## src/rtl/updn_counter_pkg.sv

```systemverilog
// Shared constants and types for the modulo up/down counter.
package updn_counter_pkg;

  // Direction encoding on up_down
  localparam logic DIR_UP    = 1'b1;
  localparam logic DIR_DOWN  = 1'b0;

  // Limit handling encoding on sat_mode
  localparam logic MODE_WRAP = 1'b0;
  localparam logic MODE_SAT  = 1'b1;

  // Operation chosen for the coming clock edge
  typedef enum logic [2:0] {
    OP_HOLD  = 3'd0,  // no load, no enable
    OP_LOAD  = 3'd1,  // parallel load (clamped to mod_max)
    OP_INC   = 3'd2,  // plain increment
    OP_DEC   = 3'd3,  // plain decrement
    OP_OVF   = 3'd4,  // up count at/above the upper limit
    OP_UDF   = 3'd5,  // down count at zero
    OP_CLAMP = 3'd6   // down count while above a lowered mod_max
  } op_e;

endpackage : updn_counter_pkg

```

## src/rtl/updn_next_state.sv

```systemverilog
// Combinational next-count, terminal-count and flag-set logic.
// Holds no state; every flop lives in updn_counter_mod.
module updn_next_state
  import updn_counter_pkg::*;
#(
  parameter int WIDTH = 4
) (
  input  logic [WIDTH-1:0] q_i,
  input  logic             en_i,
  input  logic             up_down_i,
  input  logic             load_i,
  input  logic [WIDTH-1:0] load_val_i,
  input  logic [WIDTH-1:0] mod_max_i,
  input  logic             sat_mode_i,
  output logic [WIDTH-1:0] q_next_o,
  output logic             tc_set_o,
  output logic             ovf_set_o,
  output logic             udf_set_o
);

  localparam logic [WIDTH-1:0] ZERO = {WIDTH{1'b0}};
  localparam logic [WIDTH-1:0] ONE  = {{(WIDTH-1){1'b0}}, 1'b1};

  op_e op_s;

  // Limit a loaded value to the current upper count limit
  function automatic logic [WIDTH-1:0] clamp_to_max(input logic [WIDTH-1:0] val,
                                                    input logic [WIDTH-1:0] max);
    return (val > max) ? max : val;
  endfunction

  // Pick the operation: load beats enable, enable=0 holds
  always_comb begin
    op_s = OP_HOLD;
    if (load_i) begin
      op_s = OP_LOAD;
    end else if (en_i) begin
      case (up_down_i)
        DIR_UP: begin
          if (q_i >= mod_max_i) begin
            op_s = OP_OVF;
          end else begin
            op_s = OP_INC;
          end
        end
        DIR_DOWN: begin
          // A Q stranded above a lowered limit is pulled back silently
          if (q_i > mod_max_i) begin
            op_s = OP_CLAMP;
          end else if (q_i == ZERO) begin
            op_s = OP_UDF;
          end else begin
            op_s = OP_DEC;
          end
        end
        default: op_s = OP_HOLD;
      endcase
    end else begin
      op_s = OP_HOLD;
    end
  end

  // Produce next count and the one-shot event strobes for the chosen op
  always_comb begin
    q_next_o  = q_i;
    tc_set_o  = 1'b0;
    ovf_set_o = 1'b0;
    udf_set_o = 1'b0;
    case (op_s)
      OP_HOLD:  q_next_o = q_i;
      OP_LOAD:  q_next_o = clamp_to_max(load_val_i, mod_max_i);
      OP_INC:   q_next_o = q_i + ONE;
      OP_DEC:   q_next_o = q_i - ONE;
      OP_OVF: begin
        case (sat_mode_i)
          MODE_SAT:  q_next_o = mod_max_i;
          MODE_WRAP: q_next_o = ZERO;
          default:   q_next_o = ZERO;
        endcase
        tc_set_o  = 1'b1;
        ovf_set_o = 1'b1;
      end
      OP_UDF: begin
        case (sat_mode_i)
          MODE_SAT:  q_next_o = ZERO;
          MODE_WRAP: q_next_o = mod_max_i;
          default:   q_next_o = mod_max_i;
        endcase
        tc_set_o  = 1'b1;
        udf_set_o = 1'b1;
      end
      OP_CLAMP: q_next_o = mod_max_i;
      default:  q_next_o = q_i;
    endcase
  end

endmodule : updn_next_state

```

## src/rtl/updn_counter_mod.sv

```systemverilog
// Modulo up/down counter with load, wrap/saturate limits, a one-cycle
// terminal-count pulse and sticky overflow/underflow flags.
module updn_counter_mod
  import updn_counter_pkg::*;
#(
  parameter int WIDTH     = 4,
  parameter int RESET_VAL = 0
) (
  input  logic             clk,
  input  logic             rst,
  input  logic             en,
  input  logic             up_down,
  input  logic             load,
  input  logic [WIDTH-1:0] load_val,
  input  logic [WIDTH-1:0] mod_max,
  input  logic             sat_mode,
  input  logic             clr_flags,
  output logic [WIDTH-1:0] Q,
  output logic             tc,
  output logic             ovf,
  output logic             udf
);

  localparam logic [WIDTH-1:0] RESET_Q = WIDTH'(RESET_VAL);

  logic [WIDTH-1:0] q_q, q_d;
  logic             tc_q, tc_d;
  logic             ovf_q, ovf_d;
  logic             udf_q, udf_d;
  logic             ovf_set_s, udf_set_s;

  updn_next_state #(
    .WIDTH (WIDTH)
  ) u_next (
    .q_i        (q_q),
    .en_i       (en),
    .up_down_i  (up_down),
    .load_i     (load),
    .load_val_i (load_val),
    .mod_max_i  (mod_max),
    .sat_mode_i (sat_mode),
    .q_next_o   (q_d),
    .tc_set_o   (tc_d),
    .ovf_set_o  (ovf_set_s),
    .udf_set_o  (udf_set_s)
  );

  // Sticky flags: a new event in the same cycle outranks the clear
  always_comb begin
    ovf_d = ovf_set_s | (ovf_q & ~clr_flags);
    udf_d = udf_set_s | (udf_q & ~clr_flags);
  end

  // State registers; reset takes effect immediately, independent of clk
  always_ff @(posedge clk or posedge rst) begin
    if (rst) begin
      q_q   <= RESET_Q;
      tc_q  <= 1'b0;
      ovf_q <= 1'b0;
      udf_q <= 1'b0;
    end else begin
      q_q   <= q_d;
      tc_q  <= tc_d;
      ovf_q <= ovf_d;
      udf_q <= udf_d;
    end
  end

  assign Q   = q_q;
  assign tc  = tc_q;
  assign ovf = ovf_q;
  assign udf = udf_q;

endmodule : updn_counter_mod
```

## config.mk

```make
export PLATFORM = sky130hd
export DESIGN_NAME = updn_counter_mod
export DESIGN_NICKNAME = d
export VERILOG_FILES = /design/src/rtl/updn_counter_pkg.sv /design/src/rtl/updn_next_state.sv /design/src/rtl/updn_counter_mod.sv
export SDC_FILE = /design/constraint.sdc
export NUM_CORES = 1
export LEC_CHECK = 0
export BUFFER_PORTS_ARGS = -buffer_cell sky130_fd_sc_hd__buf_2
export CORE_ASPECT_RATIO = 0.8
export CORE_MARGIN = 4
export CORE_UTILIZATION = 45
export DETAILED_ROUTE_END_ITERATION = 7
export PLACE_DENSITY = 0.76
export SLEW_MARGIN = 20
export SYNTH_ARGS = -nofsm -noshare
export SYNTH_HDL_FRONTEND = slang
export SYNTH_SLANG_ARGS = --single-unit
```

## constraint.sdc

```tcl
create_clock -name clk -period 8.4 [get_ports clk]
set_input_delay 0.84 -clock clk [delete_from_list [all_inputs] [get_ports clk]]
set_output_delay 0.84 -clock clk [all_outputs]
set_load 0.005 [all_outputs]
```

==> results.sh, run 1 <==
export IMPL_routed_wl_um=2116
export IMPL_drtIter0Drc=23
export IMPL_rsz0062_at_grt="no"
export IMPL_ctsResizeCount=0
export IMPL_worst_slew_pin_slew_ps=538.6
export IMPL_grt_max_degree=9
export IMPL_fmax_mhz=294.5
export IMPL_multi_input_area_sq_um=605.6
export IMPL_fin_area_sq_um=980.9
export IMPL_vias=766
export IMPL_cp_arrival_ps=3510
export IMPL_clockRootBuffer="clkbuf_4"
export IMPL_finalSetupViolations=0
export IMPL_port_buffers=21
export IMPL_dp_hpwl_um=1712
export IMPL_cp_slowest_cell="nor3_1"
export IMPL_cts_sinks=7
export IMPL_synth_fp_nets=115
export IMPL_die_w_um=55.90
export IMPL_slowest_delay_ps=370
export IMPL_grt_pass1_vias=774
export IMPL_synth_edf_count=0
export IMPL_clkLatencyLatePin_ps=250
export IMPL_start_util_pct=49.29
export IMPL_powerDensity_nw_per_um2=190.5
export IMPL_routed_wire_length_per_instance_um=15.67
export IMPL_yosys_most_used_dff="dfrtp_1"
export IMPL_leakagePower_nw=0.4769
export IMPL_track_usage_pct=18.65
export IMPL_layout_drive_gt1_share_pct=30.09
export IMPL_dpl_worst_slack_ps=4739
export IMPL_clock_skew_ps=5.736
export IMPL_htreeDepth=1
export IMPL_finalWeightedCongestion=0.8168
export IMPL_report_final_slew_viol_count=0
export IMPL_drc=0
export IMPL_p_seq_share_pct=27.4
export IMPL_required_ps=8520
export IMPL_antenna_cells=0
export IMPL_core_sq_um=1675
export IMPL_netlist_area_sq_um=825.8
export IMPL_synth_cells=89
export IMPL_first_pass_iters=4
export IMPL_synth_seq_cells=7
export IMPL_critPathBufInv=2
export IMPL_grt_ovfl_total=0
export IMPL_synthArstFlopShare_pct=100.0
export IMPL_period_minus_slack_ps=3395
export IMPL_cts_buffers=3
export IMPL_utilization_pct=58.55
export IMPL_area_delta_synth_final_pct=18.79
export IMPL_worstPathMaxFanout=4
export IMPL_grt_pass1_wl_um=3657
export IMPL_dieHeight_um=46.32
export IMPL_setup_ws_ps=5005
export IMPL_end_kind="register"
export IMPL_seq_area_frac_synth_pct=21.21
export IMPL_fin_nets=140
export IMPL_ioPinCount=22
export IMPL_post_route_period_util_pct=40.42
export IMPL_run_status="completed"
export IMPL_ys_warn_count=0
export IMPL_power_frac_comb_pct=56.3
export IMPL_p_switching_mw=0.08095
export IMPL_holdWs_ps=504.2
export IMPL_cts_setup_buffers=0
export IMPL_ctsHoldBuffers=0
export IMPL_vdd_drop_max_v=0.00008835
export IMPL_dieArea_sq_um=2589
export IMPL_placed_cell_area_sq_um=954.7
export IMPL_antenna_found_initial=0
export IMPL_synthDistinctLibCells=35
export IMPL_register_area_sq_um=175.2
export IMPL_syn_area_per_cell_sq_um=9.279
export IMPL_via_per_inst=5.674
export IMPL_slew_headroom_pct=64.09
export IMPL_switching_share_pct=43.31
export IMPL_ant_nets=0
export IMPL_p_clk_share_pct=16.3
export IMPL_maxCapViolCount=0
export IMPL_path_cells="buf_2, inv_1, ha_1, nor2b_1, o211ai_1, a31oi_1, nor3_1, ha_1, a21o_1, a21oi_1, xnor2_1, xnor2_1, nand2_1, o2111ai_1"
export IMPL_worst_path_stages=14
export IMPL_cp_top_family="compound AO/OA/AOI/OAI gates"
export IMPL_final_hold_violation_count=0
export IMPL_setup_tns_ps=0
export IMPL_p_int_mw=0.1059
export IMPL_hp_class="in2async"
export IMPL_n_fill_cell=155
export IMPL_path_clk_slew_ps=50
export IMPL_cts_tree="built"
export IMPL_startpoint_type="input pin"
export IMPL_num_rows=13
export IMPL_reg2reg_depth=12
export IMPL_clockBufferDepth=2
export IMPL_crit_type="in2reg"
==> registers in the layout, indices dropped and copies added, names as in the netlist <==
name  cells
Q         4
ovf       1
tc        1
udf       1
==> routing by layer <==
metal  track usage [%]  vias up  share of wire [%]
met5                 0        -                  0
met2             31.60       14                 47
met3             5.882        0                4.4
met1             24.24      370                 49
met4             2.844        0                  0
li1                  -      382                  -
==> final cells by class <==
| class | instances | area share [%] |
|---|---|---|
| clock buffers | 4 | 2.679 |
| inverters | 11 | 4.209 |
| multi-input cells | 70 | 61.73 |
| flip-flops and latches | 7 | 17.86 |
| well taps | 22 | 2.806 |
| repair buffers | 21 | 10.71 |
==> cells in the final DEF (no fill, tap or decap), types with 2 or more instances in the layout <==
cell type	synthesis	routed
nor2b_1	3	3
dfrtp_1	7	7
inv_1	11	11
nand2_1	6	6
o22ai_1	2	2
a31oi_1	2	2
nor2_1	3	3
a221oi_2	2	2
nand4_1	2	2
a21oi_1	5	5
ha_1	10	10
nor3_1	4	4
o21ai_0	3	3
buf_2	0	21
mux2i_1	4	4
nand3_1	3	3
clkbuf_4	0	3
xnor2_1	3	3
==> cell families after synthesis <==
| kind of cell | synth area share [%] |
|---|---|
| AOI/OAI and AO/OA | 26.21 |
| xor gates and xnor gates | 3.182 |
| adders and majority gates | 17.58 |
| buffers and inverters | 5.454 |
| DFF | 21.21 |
| muxes | 4.849 |
| and+or+nand+nor | 21.52 |
==> synth_stat cells (3+ instances only) <==
cell	count	area share [%]
nor2_1	3	1.4
nand2_1	6	2.7
inv_1	11	5.0
mux2i_1	4	4.8
nor2b_1	3	2.3
nor3_1	4	2.4
o21ai_0	3	1.8
nand3_1	3	1.8
xnor2_1	3	3.2
dfrtp_1	7	21
a21oi_1	5	3.0
ha_1	10	15
==> through the flow <==
stage	total power, mW	std cells
2_1_floorplan	0.1258	89
3_3_place_gp	0.1511	131
3_5_place_dp	0.1568	131
4_1_cts	0.1879	135
5_1_grt	0.2050	135
6_report	0.1869	135
==> power groups by stage <==
stage / Sequential [mW] / Combinational, mW / Clock (mW)
after CTS: 0.0511 / 0.105 / 0.0314
final: 0.0511 / 0.105 / 0.0306
after detailed placement: 0.0517 / 0.105 / 0
after global placement: 0.0512 / 0.0999 / 0
after global routing: 0.0527 / 0.117 / 0.0351
after floorplan: 0.0487 / 0.0771 / 0
==> final timing paths <==
check | from | to | slack, ps
setup / recovery | mod_max[1] | Q[3] | 5000
hold / removal | rst | Q[0] | 500
setup reg to reg | Q[1] | Q[3] | 5250
hold reg to reg | ovf | ovf | 530
max in group asynchronous | rst | tc | 7680
min in group clk | ovf | ovf | 530
Power figures use the tool's default switching activity.
==> inputs of run 2 (changes only) <==
--- a/config.mk
+++ b/config.mk
@@ -10,7 +10,7 @@
 export CORE_MARGIN = 4
 export CORE_UTILIZATION = 45
 export DETAILED_ROUTE_END_ITERATION = 7
-export PLACE_DENSITY = 0.76
+export PLACE_DENSITY = 0.79
 export SLEW_MARGIN = 20
 export SYNTH_ARGS = -nofsm -noshare
 export SYNTH_HDL_FRONTEND = slang
==> constraint.sdc (replaced) <==
create_clock -name clk -period 2.9 [get_ports clk]
set_input_delay 0.29 -clock clk [delete_from_list [all_inputs] [get_ports clk]]
set_output_delay 0.29 -clock clk [all_outputs]
set_load 0.005 [all_outputs]
==> run 2 against run 1 <==
Effect of this change:
- first-iteration DRC count grew 35%
- register-to-register slack worse by 5100 ps
- utilization is 4.2 points higher
- final cell count rose by 5.9%
- die area did not move
- worst hold slack got worse by 270 ps
- global-route usage up 2.7 points
- routed wire length rose by 20%
- clock-buffer cell count is the same
- power rose to 3.2 times the previous value
- clock power grew to 3.1 times the previous value
- cell area up 7.1%
==> results.sh, run 2 (synthesized netlist as in run 1, its figures left out) <==
export IMPL_run_status="completed"
export IMPL_clockBufferDepth=2
export IMPL_place_inst=138
export IMPL_via_per_inst=5.993
export IMPL_use_met1_pct=27.47
export IMPL_layout_drive_gt1_share_pct=35.54
export IMPL_largest_register_ffs=4
export IMPL_worst_slew_pin_slew_ps=599.2
export IMPL_dieArea_sq_um=2589
export IMPL_area_delta_synth_final_pct=27.27
export IMPL_cts_tree="built"
export IMPL_antenna_cells=0
export IMPL_busiest_layer="met2"
export IMPL_final_common_cell="buf_2"
export IMPL_fin_nets=148
export IMPL_clkLatencyLatePin_ps=260
export IMPL_layout_common_cells="21 x buf_2, 11 x inv_1, 10 x ha_1"
export IMPL_num_rows=13
export IMPL_grt_pass1_wl_um=4022
export IMPL_fin_area_sq_um=1051
export IMPL_met3_usage_pct=2.801
export IMPL_start_util_pct=49.29
export IMPL_path_clk_slew_ps=50
export IMPL_htreeDepth=1
export IMPL_report_final_slew_viol_count=0
export IMPL_clock_skew_ps=0.7091
export IMPL_vdd_drop_max_v=0.0002612
export IMPL_ioPinCount=22
export IMPL_fin_total_pwr_mw=0.6043
export IMPL_vias=857
export IMPL_grt_pass1_vias=787
export IMPL_post_route_period_util_pct=94.73
export IMPL_leakagePower_nw=0.5141
export IMPL_routed_wire_length_per_instance_um=17.80
export IMPL_core_sq_um=1675
export IMPL_cp_slowest_cell="dfrtp_1"
export IMPL_die_w_um=55.90
export IMPL_grt_max_degree=9
export IMPL_dpl_worst_slack_ps=-12.81
export IMPL_end_kind="register"
export IMPL_slowest_delay_ps=430
export IMPL_finalWeightedCongestion=0.8974
export IMPL_drc=0
export IMPL_grt_ovfl_total=0
export IMPL_path_cells="ha_1, nand4_1, nor2_2, a31oi_1, nor3_2, ha_1, a21o_1, a21oi_1, xnor2_1, xnor2_1, nand2_1, o2111ai_1"
export IMPL_required_ps=3000
export IMPL_setup_ws_ps=153.0
export IMPL_cp_arrival_ps=2850
export IMPL_first_pass_iters=4
export IMPL_finalSetupViolations=0
export IMPL_placed_cell_area_sq_um=1007
export IMPL_crit_type="reg2reg"
export IMPL_clockRootBuffer="clkbuf_4"
export IMPL_slew_headroom_pct=60.05
export IMPL_maxCapViolCount=0
export IMPL_port_buffers=21
export IMPL_period_minus_slack_ps=2747
export IMPL_cts_setup_buffers=0
export IMPL_routed_wl_um=2545
export IMPL_fmax_mhz=364.0
export IMPL_antenna_found_initial=0
export IMPL_cts_sinks=7
export IMPL_final_hold_violation_count=0
export IMPL_fin_cells=143
export IMPL_dieHeight_um=46.32
export IMPL_use_met2_pct=36.56
export IMPL_startpoint_type="register"
export IMPL_drtIter0Drc=31
export IMPL_critPathBufInv=0
export IMPL_cp_top_family="simple AND/OR/NAND/NOR gates"
export IMPL_dp_hpwl_um=2024
export IMPL_worstPathMaxFanout=5
export IMPL_utilization_pct=62.73
export IMPL_cts_buffers=3
export IMPL_ant_nets=0
export IMPL_powerDensity_nw_per_um2=574.9
export IMPL_track_usage_pct=21.37
export IMPL_hp_class="in2reg"
-- run 2: cell types whose count changed in the layout (fill, tap and decap cells not counted), sizes merged --
cell,previous run,this run
buf,21,28
dlygate4sd3,0,1
-- run 2: power by group --
group,leakage [nW],switching (mW),total (mW),internal (mW)
sequential,0.0873,0.0154,0.131,0.116
combinational,0.412,0.204,0.380,0.176
clock,0.0150,0.0405,0.0934,0.0528
-- run 2: metal layers --
layer | part of all wire, % | routed length, um
met1 | 41 | 1054
met2 | 49 | 1247
met3 | 7.9 | 202
met4 | 1.6 | 41
met5 | 0 | 0
-- run 2: worst paths after layout --
check                          start   end  slack (ps)  cells past startpoint
setup / recovery                Q[2]  Q[3]         150                     12
hold / removal             clr_flags   udf         230                      2
setup reg to reg                Q[2]  Q[3]         150                     12
hold reg to reg                  udf   udf         540                      2
max in group asynchronous        rst  Q[2]        2180                      3
min in group asynchronous        rst  Q[3]         510                      3
-- run 2: per-stage QoR --
stage / TNS, ps / hold slack, ps
CTS: 0 / 225.9
global route: -53.10 / 227.8
finish: 0 / 232.1
global placement: 0 / 225.9
detailed placement: -12.81 / 236.8
floorplan: 0 / 93.40
-- run 2: area by class of cell --
cell class                      instances  area (sq um)
Sequential cell                         7         175.2
Multi-Input combinational cell         70         613.1
Tap cell                               22         27.53
Fill cell                             146         624.3
Clock buffer                            4         26.28
Timing Repair Buffer                   29         167.7
Inverter                               11         41.29
-- run 2: repair_timing --
action | in CTS | in global routing
endpoints found under the setup margin | 0 | 2
endpoints found under the hold margin | 7 | 0
resized for setup | 0 | 2
hold buffers | 1 | 0
-- run 2: worst reg2reg max path, delay by kind of cell (launching register included) --
family / cells / cell delay [ps]
simple gates: 4 / 690
xor+xnor: 2 / 280
fa+ha+maj: 2 / 630
flops: 1 / 430
compound gates: 4 / 560
